`src/rtl/control_unit.sv`:
```
// Hardwired control unit for a multi-cycle 32-bit datapath.
// One state per T-step: a common fetch (T0..T2), then an opcode-dependent
// execute sequence (T3..T7). Strobes are decoded combinationally from the
// present state and IR[31:27], so each one is high for the whole cycle of
// its state.
//
//   state  | meaning
//   -------+------------------------------------------------------------
//   T0     | PC -> MAR, PC+1 -> Z
//   T1     | Z -> PC, memory read into MDR
//   T2     | MDR -> IR
//   T3..T7 | execute steps, sequence selected by IR[31:27]
//   HALT   | halted; no strobes, Run low; left only through clear_n
module control_unit (
   input  logic        Clock,
   input  logic        clear_n,
   input  logic [31:0] IR,
   input  logic        CON_FF,
   input  logic        Stop,
   output logic        Gra,
   output logic        Grb,
   output logic        Grc,
   output logic        Rin,
   output logic        Rout,
   output logic        BAout,
   output logic        PCin,
   output logic        PCout,
   output logic        IncPC,
   output logic        IRin,
   output logic        MARin,
   output logic        MDRin,
   output logic        MDRout,
   output logic        Read,
   output logic        Write,
   output logic        Yin,
   output logic        Zin,
   output logic        Zlowout,
   output logic        Zhighout,
   output logic        HIin,
   output logic        HIout,
   output logic        LOin,
   output logic        LOout,
   output logic        Cout,
   output logic        CONin,
   output logic        Inportout,
   output logic        Outportin,
   output logic [4:0]  opcode,
   output logic        Run
);

   typedef enum logic [3:0] {
      S_T0   = 4'd0,
      S_T1   = 4'd1,
      S_T2   = 4'd2,
      S_T3   = 4'd3,
      S_T4   = 4'd4,
      S_T5   = 4'd5,
      S_T6   = 4'd6,
      S_T7   = 4'd7,
      S_HALT = 4'd8
   } state_t;

   localparam logic [4:0] OP_ADD = 5'b00011;
   localparam logic [4:0] OP_AND = 5'b00101;
   localparam logic [4:0] OP_OR  = 5'b00110;

   state_t     state_q, state_d;
   logic       stop_pending_q, stop_pending_d;
   state_t     last_state;
   logic [4:0] op;
   logic       unused_ir_low;

   assign op            = IR[31:27];
   assign unused_ir_low = ^IR[26:0];

   logic is_ld, is_ldi, is_st, is_alur, is_alui, is_muldiv, is_negnot;
   logic is_br, is_jr, is_in, is_out, is_mfhi, is_mflo, is_halt;

   // Instruction class decode; any opcode not matched executes as nop.
   always_comb begin
      is_ld     = (op == 5'd0);
      is_ldi    = (op == 5'd1);
      is_st     = (op == 5'd2);
      is_alur   = (op >= 5'd3)  && (op <= 5'd10);
      is_alui   = (op >= 5'd11) && (op <= 5'd13);
      is_muldiv = (op == 5'd14) || (op == 5'd15);
      is_negnot = (op == 5'd16) || (op == 5'd17);
      is_br     = (op == 5'd18);
      is_jr     = (op == 5'd19);
      is_in     = (op == 5'd21);
      is_out    = (op == 5'd22);
      is_mfhi   = (op == 5'd23);
      is_mflo   = (op == 5'd24);
      is_halt   = (op == 5'd26);
   end

   // Final T-state of the current instruction.
   always_comb begin
      last_state = S_T3;
      if (is_ld || is_st)
         last_state = S_T7;
      else if (is_ldi || is_alur || is_alui)
         last_state = S_T5;
      else if (is_muldiv || is_br)
         last_state = S_T6;
      else if (is_negnot)
         last_state = S_T4;
   end

   // Sequencing: advance one T-step per cycle; at the instruction boundary
   // go to HALT for a halt opcode or a stop request (including one arriving
   // in the final cycle itself), else back to T0.
   always_comb begin
      state_d        = state_q;
      stop_pending_d = stop_pending_q | Stop;
      if (state_q != S_HALT) begin
         if (state_q == last_state) begin
            if (is_halt || stop_pending_q || Stop)
               state_d = S_HALT;
            else
               state_d = S_T0;
         end else begin
            state_d = state_t'(state_q + 4'd1);
         end
      end
   end

   // State and sticky stop request registers.
   always_ff @(posedge Clock or negedge clear_n) begin
      if (!clear_n) begin
         state_q        <= S_T0;
         stop_pending_q <= 1'b0;
      end else begin
         state_q        <= state_d;
         stop_pending_q <= stop_pending_d;
      end
   end

   assign Run = (state_q != S_HALT);

   // Strobe decode; forced low while clear_n is asserted so an abandoned
   // instruction drives nothing even though the state already reads T0.
   always_comb begin
      Gra = 1'b0; Grb = 1'b0; Grc = 1'b0; Rin = 1'b0; Rout = 1'b0; BAout = 1'b0;
      PCin = 1'b0; PCout = 1'b0; IncPC = 1'b0; IRin = 1'b0; MARin = 1'b0;
      MDRin = 1'b0; MDRout = 1'b0; Read = 1'b0; Write = 1'b0;
      Yin = 1'b0; Zin = 1'b0; Zlowout = 1'b0; Zhighout = 1'b0;
      HIin = 1'b0; HIout = 1'b0; LOin = 1'b0; LOout = 1'b0;
      Cout = 1'b0; CONin = 1'b0; Inportout = 1'b0; Outportin = 1'b0;
      opcode = 5'b00000;
      if (clear_n) begin
         case (state_q)
            S_T0: begin
               PCout = 1'b1; MARin = 1'b1; IncPC = 1'b1; Zin = 1'b1;
            end
            S_T1: begin
               Zlowout = 1'b1; PCin = 1'b1; Read = 1'b1; MDRin = 1'b1;
            end
            S_T2: begin
               MDRout = 1'b1; IRin = 1'b1;
            end
            S_T3: begin
               if (is_alur || is_alui) begin
                  Grb = 1'b1; Rout = 1'b1; Yin = 1'b1;
               end else if (is_ld || is_ldi || is_st) begin
                  Grb = 1'b1; BAout = 1'b1; Yin = 1'b1;
               end else if (is_muldiv) begin
                  Gra = 1'b1; Rout = 1'b1; Yin = 1'b1;
               end else if (is_negnot) begin
                  Grb = 1'b1; Rout = 1'b1; Zin = 1'b1; opcode = op;
               end else if (is_br) begin
                  Gra = 1'b1; Rout = 1'b1; CONin = 1'b1;
               end else if (is_jr) begin
                  Gra = 1'b1; Rout = 1'b1; PCin = 1'b1;
               end else if (is_in) begin
                  Inportout = 1'b1; Gra = 1'b1; Rin = 1'b1;
               end else if (is_out) begin
                  Gra = 1'b1; Rout = 1'b1; Outportin = 1'b1;
               end else if (is_mfhi) begin
                  HIout = 1'b1; Gra = 1'b1; Rin = 1'b1;
               end else if (is_mflo) begin
                  LOout = 1'b1; Gra = 1'b1; Rin = 1'b1;
               end
            end
            S_T4: begin
               if (is_alur) begin
                  Grc = 1'b1; Rout = 1'b1; Zin = 1'b1; opcode = op;
               end else if (is_alui) begin
                  Cout = 1'b1; Zin = 1'b1;
                  if (op == 5'd11)      opcode = OP_ADD;
                  else if (op == 5'd12) opcode = OP_AND;
                  else                  opcode = OP_OR;
               end else if (is_ld || is_ldi || is_st) begin
                  Cout = 1'b1; Zin = 1'b1; opcode = OP_ADD;
               end else if (is_muldiv) begin
                  Grb = 1'b1; Rout = 1'b1; Zin = 1'b1; opcode = op;
               end else if (is_negnot) begin
                  Zlowout = 1'b1; Gra = 1'b1; Rin = 1'b1;
               end else if (is_br) begin
                  PCout = 1'b1; Yin = 1'b1;
               end
            end
            S_T5: begin
               if (is_alur || is_alui || is_ldi) begin
                  Zlowout = 1'b1; Gra = 1'b1; Rin = 1'b1;
               end else if (is_ld || is_st) begin
                  Zlowout = 1'b1; MARin = 1'b1;
               end else if (is_muldiv) begin
                  Zlowout = 1'b1; LOin = 1'b1;
               end else if (is_br) begin
                  Cout = 1'b1; Zin = 1'b1; opcode = OP_ADD;
               end
            end
            S_T6: begin
               if (is_ld) begin
                  Read = 1'b1; MDRin = 1'b1;
               end else if (is_st) begin
                  Gra = 1'b1; Rout = 1'b1; MDRin = 1'b1;
               end else if (is_muldiv) begin
                  Zhighout = 1'b1; HIin = 1'b1;
               end else if (is_br && CON_FF) begin
                  Zlowout = 1'b1; PCin = 1'b1;
               end
            end
            S_T7: begin
               if (is_ld) begin
                  MDRout = 1'b1; Gra = 1'b1; Rin = 1'b1;
               end else if (is_st) begin
                  Write = 1'b1;
               end
            end
            default: ;
         endcase
      end
   end

endmodule

```
`config.mk`:
```
export PLATFORM = sky130hd
export DESIGN_NAME = control_unit
export DESIGN_NICKNAME = d
export VERILOG_FILES = /design/src/rtl/control_unit.sv
export SDC_FILE = /design/constraint.sdc
export NUM_CORES = 1
export LEC_CHECK = 0
export ABC_AREA = 1
export CAP_MARGIN = 15
export CORE_ASPECT_RATIO = 0.9
export CORE_MARGIN = 2
export CORE_UTILIZATION = 30
export DETAILED_ROUTE_END_ITERATION = 16
export PLACE_DENSITY = 0.65
export SYNTH_ARGS = -nofsm -noshare
export SYNTH_HDL_FRONTEND = slang
export SYNTH_SLANG_ARGS = --single-unit
```
`constraint.sdc`:
```
create_clock -name Clock -period 2.2 [get_ports Clock]
set_input_delay 0.55 -clock Clock [delete_from_list [all_inputs] [get_ports Clock]]
set_output_delay 0.55 -clock Clock [all_outputs]
set_load 0.01 [all_outputs]
```
==> summary.md, run 1 <==
| Metric | Value |
|---|---|
| GRT overflow | `0` |
| Worst r2r path cells | `9` |
| CTS tree | `done` |
| Clock sinks | `5` |
| Worst hold path class | `primary input to async pin` |
| CP Max Fanout | `5` |
| Register bit total from synthesis | `5` |
| Final Cycle Share | `1.13` |
| Routed Antenna Nets | `0` |
| Final Wtd Congestion | `slightly above 0.9` |
| Iteration-0 DRC Markers | `roughly 370` |
| Proportion of layout cells with a drive suffix above 1 | `0.666` |
| Clock Tree Buf Depth | `2` |
| Sequential-to-total area share from yosys stat | `0.108` |
| Final Setup Violations | `20` |
| Fillers | `about 260` |
| WP data arrival | `roughly 1.9 ns` |
| Final Max Slew Viols | `0` |
| Ys flop type | `dfrtp_1` |
| Core area | `between 3000 and 4000 um2` |
| Post-Route WL | `~6900 um` |
| Failing checks | `setup timing` |
| CP startpoint | `IR[29]` |
| VDD IR-drop max | `between 0.7 and 0.8 mV` |
| Total die area | `around 4400 um2` |
| Max Cap Viol | `0` |
| # hold bufs at CTS | `0` |
| Initial antenna violation count | `0` |
| CP Buf/Inv Count | `6` |
| Critical path's top delay family | `buffers and inverters` |
| # rows | `21` |
| Pwr Density | `approximately 630 nW/um2` |
| Worst-margin pin slew | `around 0.38 ns` |
| H-tree Lvls | `1` |
| WS Path Type | `primary input to output port` |
| Asr flop ratio synth | `1.00` |
| Synthesized net count | `roughly 240` |
| Mapped Avg Cell Area | `approximately 5.7 um2` |
| Worst r2r dst | `state_q[0]$_DFFE_PN0P_` |
| Vias in the first global route | `between 2000 and 2500` |
| Post-Syn Area | `1160 um2` |
| Netlist cell types | `37` |
| Critical Path Sink | `Rout` |
| All-Layer GR Usage | `0.281` |
| Drt pass-1 iters | `5` |
| Setup crit end kind | `output port` |
| YS warnings | `0` |
| CTS Buf Count | `3` |
| DP Wirelength | `3960 um` |
| Reg2reg start | `state_q[1]$_DFFE_PN0P_` |
| FMAX | `401 MHz` |
| Fin crit period | `roughly 2.5 ns` |
| Global-route wire length before repair | `around 10000 um` |
| Fin worst setup slack | `-0.295 ns` |
| Boundary pin count | `a little under 70` |
| Worst endpoint required time | `~1.7 ns` |
| WL/cell | `16.9 um` |
| DRC Markers | `0` |
| # diodes | `0` |
| Final hold violation count | `0` |
| CP most frequent cell | `buf_4` |
| Number of synthesized flops with an enable pin | `0` |
| Die Ht | `63.0 um` |
| Final nets | `a little over 400` |
| Area contributors post-synth | `nand2_1, dfrtp_1, nor2_1` |
| Setup total negative slack | `-2.99 ns` |
| IO Port Bufs | `41` |
| Clk_skew | `around 0.00040 ns` |
| Clock latency on the worst-skew pair | `0.22 ns` |
| Status | `finished with violations` |
| Critical Path Start Type | `primary input` |
| Synth Instances | `roughly 200` |
| R2R Setup Slk | `~0.78 ns` |
| Worst slew margin | `0.744` |
| Drt via density | `between 5 and 6` |
| CP Cell Sequence | `buf_12 -> nor2_4 -> buf_4 -> buf_4 -> buf_6 -> nand3_4 -> inv_4 -> nor2_1 -> nand4_1 -> nand2_1 -> a31oi_1 -> buf_2` |
| Reg clk slew, reported paths | `~0.03 ns` |
| Initial Util | `0.313` |
| RSZ-0062 raised after global routing | `true` |
| Cell accounting for the most synthesized area | `nand2_1` |
| Leakage | `about 1.4 nW` |
| Vias | `about 2200` |
| Cell depth of the worst setup path | `12` |
| Layout area overhead | `147%` |
| Pre-CTS WS | `-1.07 ns` |
| Crit path max-delay cell type | `a31oi_1` |
| Top cell type's share of synthesized area | `0.152` |
| Die width | `just under 70 um` |
| CP peak stage delay | `roughly 0.18 ns` |
| Largest net degree at the start of global routing | `17` |
| Clk root buf | `clkbuf_8` |
[layout make-up]
type,instances,area (um2),area share
repair buffers,162,1260,0.441
multi-input cells,164,1240,0.434
inverters,27,129,0.0449
flip-flops and latches,5,128,0.0445
well taps,46,57.6,0.0201
clock buffers,4,45.0,0.0157
[flip-flops by register name (all words and copies together) (netlist names)]
signal and cells:
stop_pending_q 1, state_q 4
[worst register-to-register path: cells and delay by family, from the launching register on]
family                   cells  cell delay [ns]
flip-flops                   1             0.42
AO/OA/AOI/OAI                1             0.09
buffers and inverters        3             0.31
AND/OR/NAND/NOR              4             0.33
adder cells (fa/ha/maj)      1             0.15
[placed cells by master (no fill, tap or decap), types with 3 or more instances in the layout]
master	Yosys	routed
nand4_1	9	9
inv_4	0	3
dlygate4sd2_1	0	4
nor3_4	0	3
dfrtp_1	5	3
nand2_4	0	5
clkbuf_8	0	3
ha_4	0	3
o21bai_1	4	4
nand2_1	47	32
o21ai_0	6	4
buf_6	0	14
nand3_2	2	5
o21ai_1	1	3
a21oi_1	8	6
nor2_2	6	4
nand3_1	16	11
nor2_1	26	19
nand2_2	4	12
inv_1	20	9
inv_2	7	13
buf_2	1	24
nor2_4	4	13
buf_4	4	109
[metal layers]
metal / up-vias / share of wire / GRT usage
li1: 1009 / - / -
met1: 1005 / 0.40 / 0.362
met2: 165 / 0.47 / 0.471
met3: 27 / 0.10 / 0.0500
met4: 0 / 0.033 / 0.0956
met5: - / 0 / 0
[repair_timing]
item / in CTS / in global routing
buffers inserted: 23 / 20
resized for setup: 223 / 42
setup endpoints to repair: 37 / 30
pin swaps: 34 / 24
[synthesized netlist by cell type (2+ instances only)]
library cell  count
o211ai_1          2
nand3_1          16
nand3_2           2
o21ai_0           6
inv_1            20
nor2_2            6
nor3_1            6
nor2_1           26
inv_2             7
a31oi_1           3
nand2_1          47
nor2_4            4
a21oi_1           8
dfrtp_1           5
buf_4             4
nand4_1           9
nand2_2           4
nor4_1            2
ha_1              4
o21bai_1          4
a211oi_1          2
[through the flow]
| step | power, mW | utilization | instances | cell area (um2) | hold WS [ns] |
|---|---|---|---|---|---|
| final | 1.81 | 0.774 | 408 | 2870 | 0.408 |
| after global routing | 1.94 | 0.774 | 408 | 2870 | 0.410 |
| after CTS | 1.60 | 0.706 | 388 | 2620 | 0.388 |
| after detailed placement | 1.27 | 0.588 | 361 | 2180 | 0.438 |
| after global placement | 1.26 | 0.588 | 361 | 2180 | 0.437 |
| after floorplan | 0.688 | - | 203 | 1170 | 0.254 |
[logic make-up (layout without fill, tap and decap cells)]
kind of cell	count (synthesis)	after routing	synth area share
and+or+nand+nor	126	126	0.536
buffers and inverters	34	193	0.124
AOI/OAI and AO/OA	33	33	0.182
DFF	5	5	0.108
adders and majority gates	4	4	0.0431
xor gates and xnor gates	1	1	0.00754
[how the worst min path moves through the flow]
stage | end | slack (ns) | cells past startpoint
2_1_floorplan | state_q[0]$_DFFE_PN0P_ | 0.25 | 0
4_1_cts | state_q[2]$_DFFE_PN0P_ | 0.39 | 2
6_report | state_q[2]$_DFFE_PN0P_ | 0.41 | 2
5_1_grt | state_q[3]$_DFFE_PN0P_ | 0.41 | 2
3_5_place_dp | stop_pending_q$_DFF_PN0_ | 0.44 | 1
3_3_place_gp | stop_pending_q$_DFF_PN0_ | 0.44 | 1
[where the power goes]
part	leakage, nW	total [mW]	internal [mW]	switching [mW]
logic	1.33	1.46	0.740	0.716
clock network	0.0228	0.164	0.124	0.0401
registers	0.0547	0.191	0.137	0.0544
Note: power is estimated with default switching activity, not from simulation.
==> run 2, diff against run 1 <==
--- a/config.mk
+++ b/config.mk
@@ -11,7 +11,8 @@
 export CORE_MARGIN = 2
 export CORE_UTILIZATION = 30
 export DETAILED_ROUTE_END_ITERATION = 16
-export PLACE_DENSITY = 0.65
+export PLACE_DENSITY = 0.74
+export RECOVER_POWER = 25
 export SYNTH_ARGS = -nofsm -noshare
 export SYNTH_HDL_FRONTEND = slang
 export SYNTH_SLANG_ARGS = --single-unit
==> summary.md, run 2 (synthesized netlist as in run 1, its figures left out) <==
| Metric | Value |
|---|---|
| WS Path Type | `primary input to output port (unchanged)` |
| Reg clk slew, reported paths | `0.03 ns (about the same)` |
| Clk_skew | `0.00119 ns (was 0.000401 ns)` |
| Final nets | `412 (was 403)` |
| Register area | `129 um2 (was 128 um2)` |
| Die width | `69.6 um (unchanged)` |
| Worst endpoint required time | `1.65 ns (about the same)` |
| RSZ-0062 raised after global routing | `true (unchanged)` |
| Layout area overhead | `161% (was 147%)` |
| Fin worst setup slack | `-0.315 ns (was -0.295 ns)` |
| GRT overflow | `0 (unchanged)` |
| Final Max Slew Viols | `0 (unchanged)` |
| Clk root buf | `clkbuf_8 (unchanged)` |
| Final total power | `1.94 mW (was 1.81 mW)` |
| Setup crit end kind | `output port (unchanged)` |
| Switching share of power | `0.474 (was 0.448)` |
| WP data arrival | `1.97 ns (was 1.94 ns)` |
| Worst hold path class | `flop to flop (was primary input to async pin)` |
| Max Cap Viol | `0 (unchanged)` |
| Post-placement cell area | `2220 um2 (was 2180 um2)` |
| All-Layer GR Usage | `0.333 (was 0.281)` |
| VDD IR-drop max | `0.831 mV (was 0.777 mV)` |
| Most frequent cells in the layout | `buf_4, nand2_1, buf_2, buf_6, nor2_1 (was buf_4, nand2_1, buf_2, nor2_1, buf_6)` |
| Failing checks | `setup timing (unchanged)` |
| Net Sw Power | `920 uW (was 810 uW)` |
| CP Max Fanout | `5 (unchanged)` |
| Clock latency on the worst-skew pair | `0.22 ns (about the same)` |
| Worst slew margin | `0.745 (was 0.744)` |
| IO Port Bufs | `41 (unchanged)` |
| WL/cell | `21.2 um (was 16.9 um)` |
| Drt pass-1 iters | `7 (was 5)` |
| Worst-margin pin slew | `0.383 ns (about the same)` |
| Largest net degree at the start of global routing | `8 (was 17)` |
| Vias | `2474 (was 2206)` |
| Fin crit period | `2.52 ns (was 2.49 ns)` |
| Most common cell after layout, fill and taps aside | `buf_4 (unchanged)` |
| Fillers | `208 (was 258)` |
| Initial Util | `0.313 (unchanged)` |
| Vias in the first global route | `2305 (was 2018)` |
| Final instance area | `3030 um2 (was 2870 um2)` |
| Iteration-0 DRC Markers | `241 (was 371)` |
| Drt via density | `5.93 (was 5.41)` |
| P_int | `1.02 mW (was 1.00 mW)` |
| Pwr Density | `640 nW/um2 (was 631 nW/um2)` |
| Final Cycle Share | `1.14 (was 1.13)` |
| Final Wtd Congestion | `0.974 (was 0.934)` |
| Critical Path Start Type | `primary input (unchanged)` |
| Status | `finished with violations (unchanged)` |
| Final hold violation count | `0 (unchanged)` |
| Footprint of the multi-input gates | `1300 um2 (was 1240 um2)` |
| Boundary pin count | `69 (unchanged)` |
| Final Setup Violations | `22 (was 20)` |
| Largest registers | `state_q: 4 flops, stop_pending_q: 1 flops (unchanged)` |
| Die Ht | `63.0 um (unchanged)` |
| Sequential power share | `0.106 (about the same)` |
| H-tree Lvls | `1 (unchanged)` |
| Initial antenna violation count | `0 (unchanged)` |
| DP Wirelength | `4060 um (was 3960 um)` |
| Proportion of layout cells with a drive suffix above 1 | `0.714 (was 0.666)` |
| # diodes | `0 (unchanged)` |
| Clock sinks | `5 (unchanged)` |
| Post-Route WL | `8830 um (was 6890 um)` |
| DRC Markers | `0 (unchanged)` |
| Max FFs per register | `4 (unchanged)` |
| # rows | `21 (unchanged)` |
| FMAX | `398 MHz (was 401 MHz)` |
| Largest Register | `state_q (unchanged)` |
| Leakage | `1.47 nW (was 1.41 nW)` |
| CTS tree | `done (unchanged)` |
| Clock Tree Buf Depth | `2 (unchanged)` |
| Clock share of power | `0.085 (was 0.091)` |
| # hold bufs at CTS | `0 (unchanged)` |
| Total die area | `4380 um2 (unchanged)` |
| WHS | `0.447 ns (was 0.408 ns)` |
| Combinational Power Share | `0.810 (was 0.804)` |
| Final core occ | `0.818 (was 0.774)` |
| CTS Buf Count | `3 (unchanged)` |
| Pre-CTS WS | `-1.04 ns (was -1.07 ns)` |
| Global-route wire length before repair | `11700 um (was 10000 um)` |
| Core area | `3700 um2 (unchanged)` |
| Routed Antenna Nets | `0 (unchanged)` |
## run 2: changes by cell type in the layout (fill, tap and decap cells not counted), sizes merged
| cell | before | now |
|---|---|---|
| clkbuf | 6 | 12 |
| dlygate4sd2 | 4 | 2 |
| buf | 151 | 159 |
| clkdlybuf4s15 | 3 | 0 |
## run 2: power groups by stage
stage	combinational [mW]	sequential, mW	clock [mW]
6_report	1.57	0.205	0.164
5_1_grt	1.65	0.210	0.174
4_1_cts	1.29	0.190	0.170
3_5_place_dp	1.11	0.179	0
3_3_place_gp	1.08	0.176	0
2_1_floorplan	0.503	0.185	0
## run 2: through the flow
| step | TNS, ns | instances |
|---|---|---|
| after floorplan | 0 | 203 |
| after global placement | -27.86 | 367 |
| after detailed placement | -27.89 | 367 |
| after CTS | -0.831 | 410 |
| after global routing | -3.49 | 417 |
| final | -2.81 | 417 |
## run 2: worst paths after layout
path	from	slack, ns	end	cells past startpoint
worst max-delay path	IR[28]	-0.32	opcode[0]	10
worst min-delay path	stop_pending_q$_DFF_PN0_	0.45	stop_pending_q$_DFF_PN0_	1
worst max register to register	state_q[0]$_DFFE_PN0P_	0.63	state_q[0]$_DFFE_PN0P_	10
worst min register to register	stop_pending_q$_DFF_PN0_	0.45	stop_pending_q$_DFF_PN0_	1
max in group asynchronous	clear_n	1.44	state_q[3]$_DFFE_PN0P_	2
min in group asynchronous	clear_n	0.54	state_q[1]$_DFFE_PN0P_	2
## run 2: per-layer routing
layer / share of wire / routed length [um] / vias to the layer above / GRT usage
met5: 0 / 0 / - / 0
met4: 0.087 / 765 / 0 / 0.176
met3: 0.11 / 950 / 83 / 0.0419
met2: 0.44 / 3860 / 236 / 0.585
met1: 0.37 / 3250 / 1130 / 0.393
li1: - / - / 1025 / -
## run 2: critical path: stages
cell and delay (ns):
buf_12 0.09, nand2_8 0.08, buf_6 0.13, a21oi_4 0.17
nor2_4 0.08, nor2_4 0.12, nand4_1 0.17, buf_4 0.20
o211ai_1 0.20, buf_2 0.17
## run 2: final cells by class
cell class              count  area share
inverters                  27      0.0466
flip-flops and latches      5      0.0425
clock buffers               4      0.0149
repair buffers            171       0.449
well taps                  46      0.0190
multi-input cells         164       0.428
## run 2: repair_timing
item                       CTS  global route
setup endpoints to repair   36            31
buffers inserted            39            10
pin swaps                   35            22
gates cloned                 0             0
resized for setup          225            77
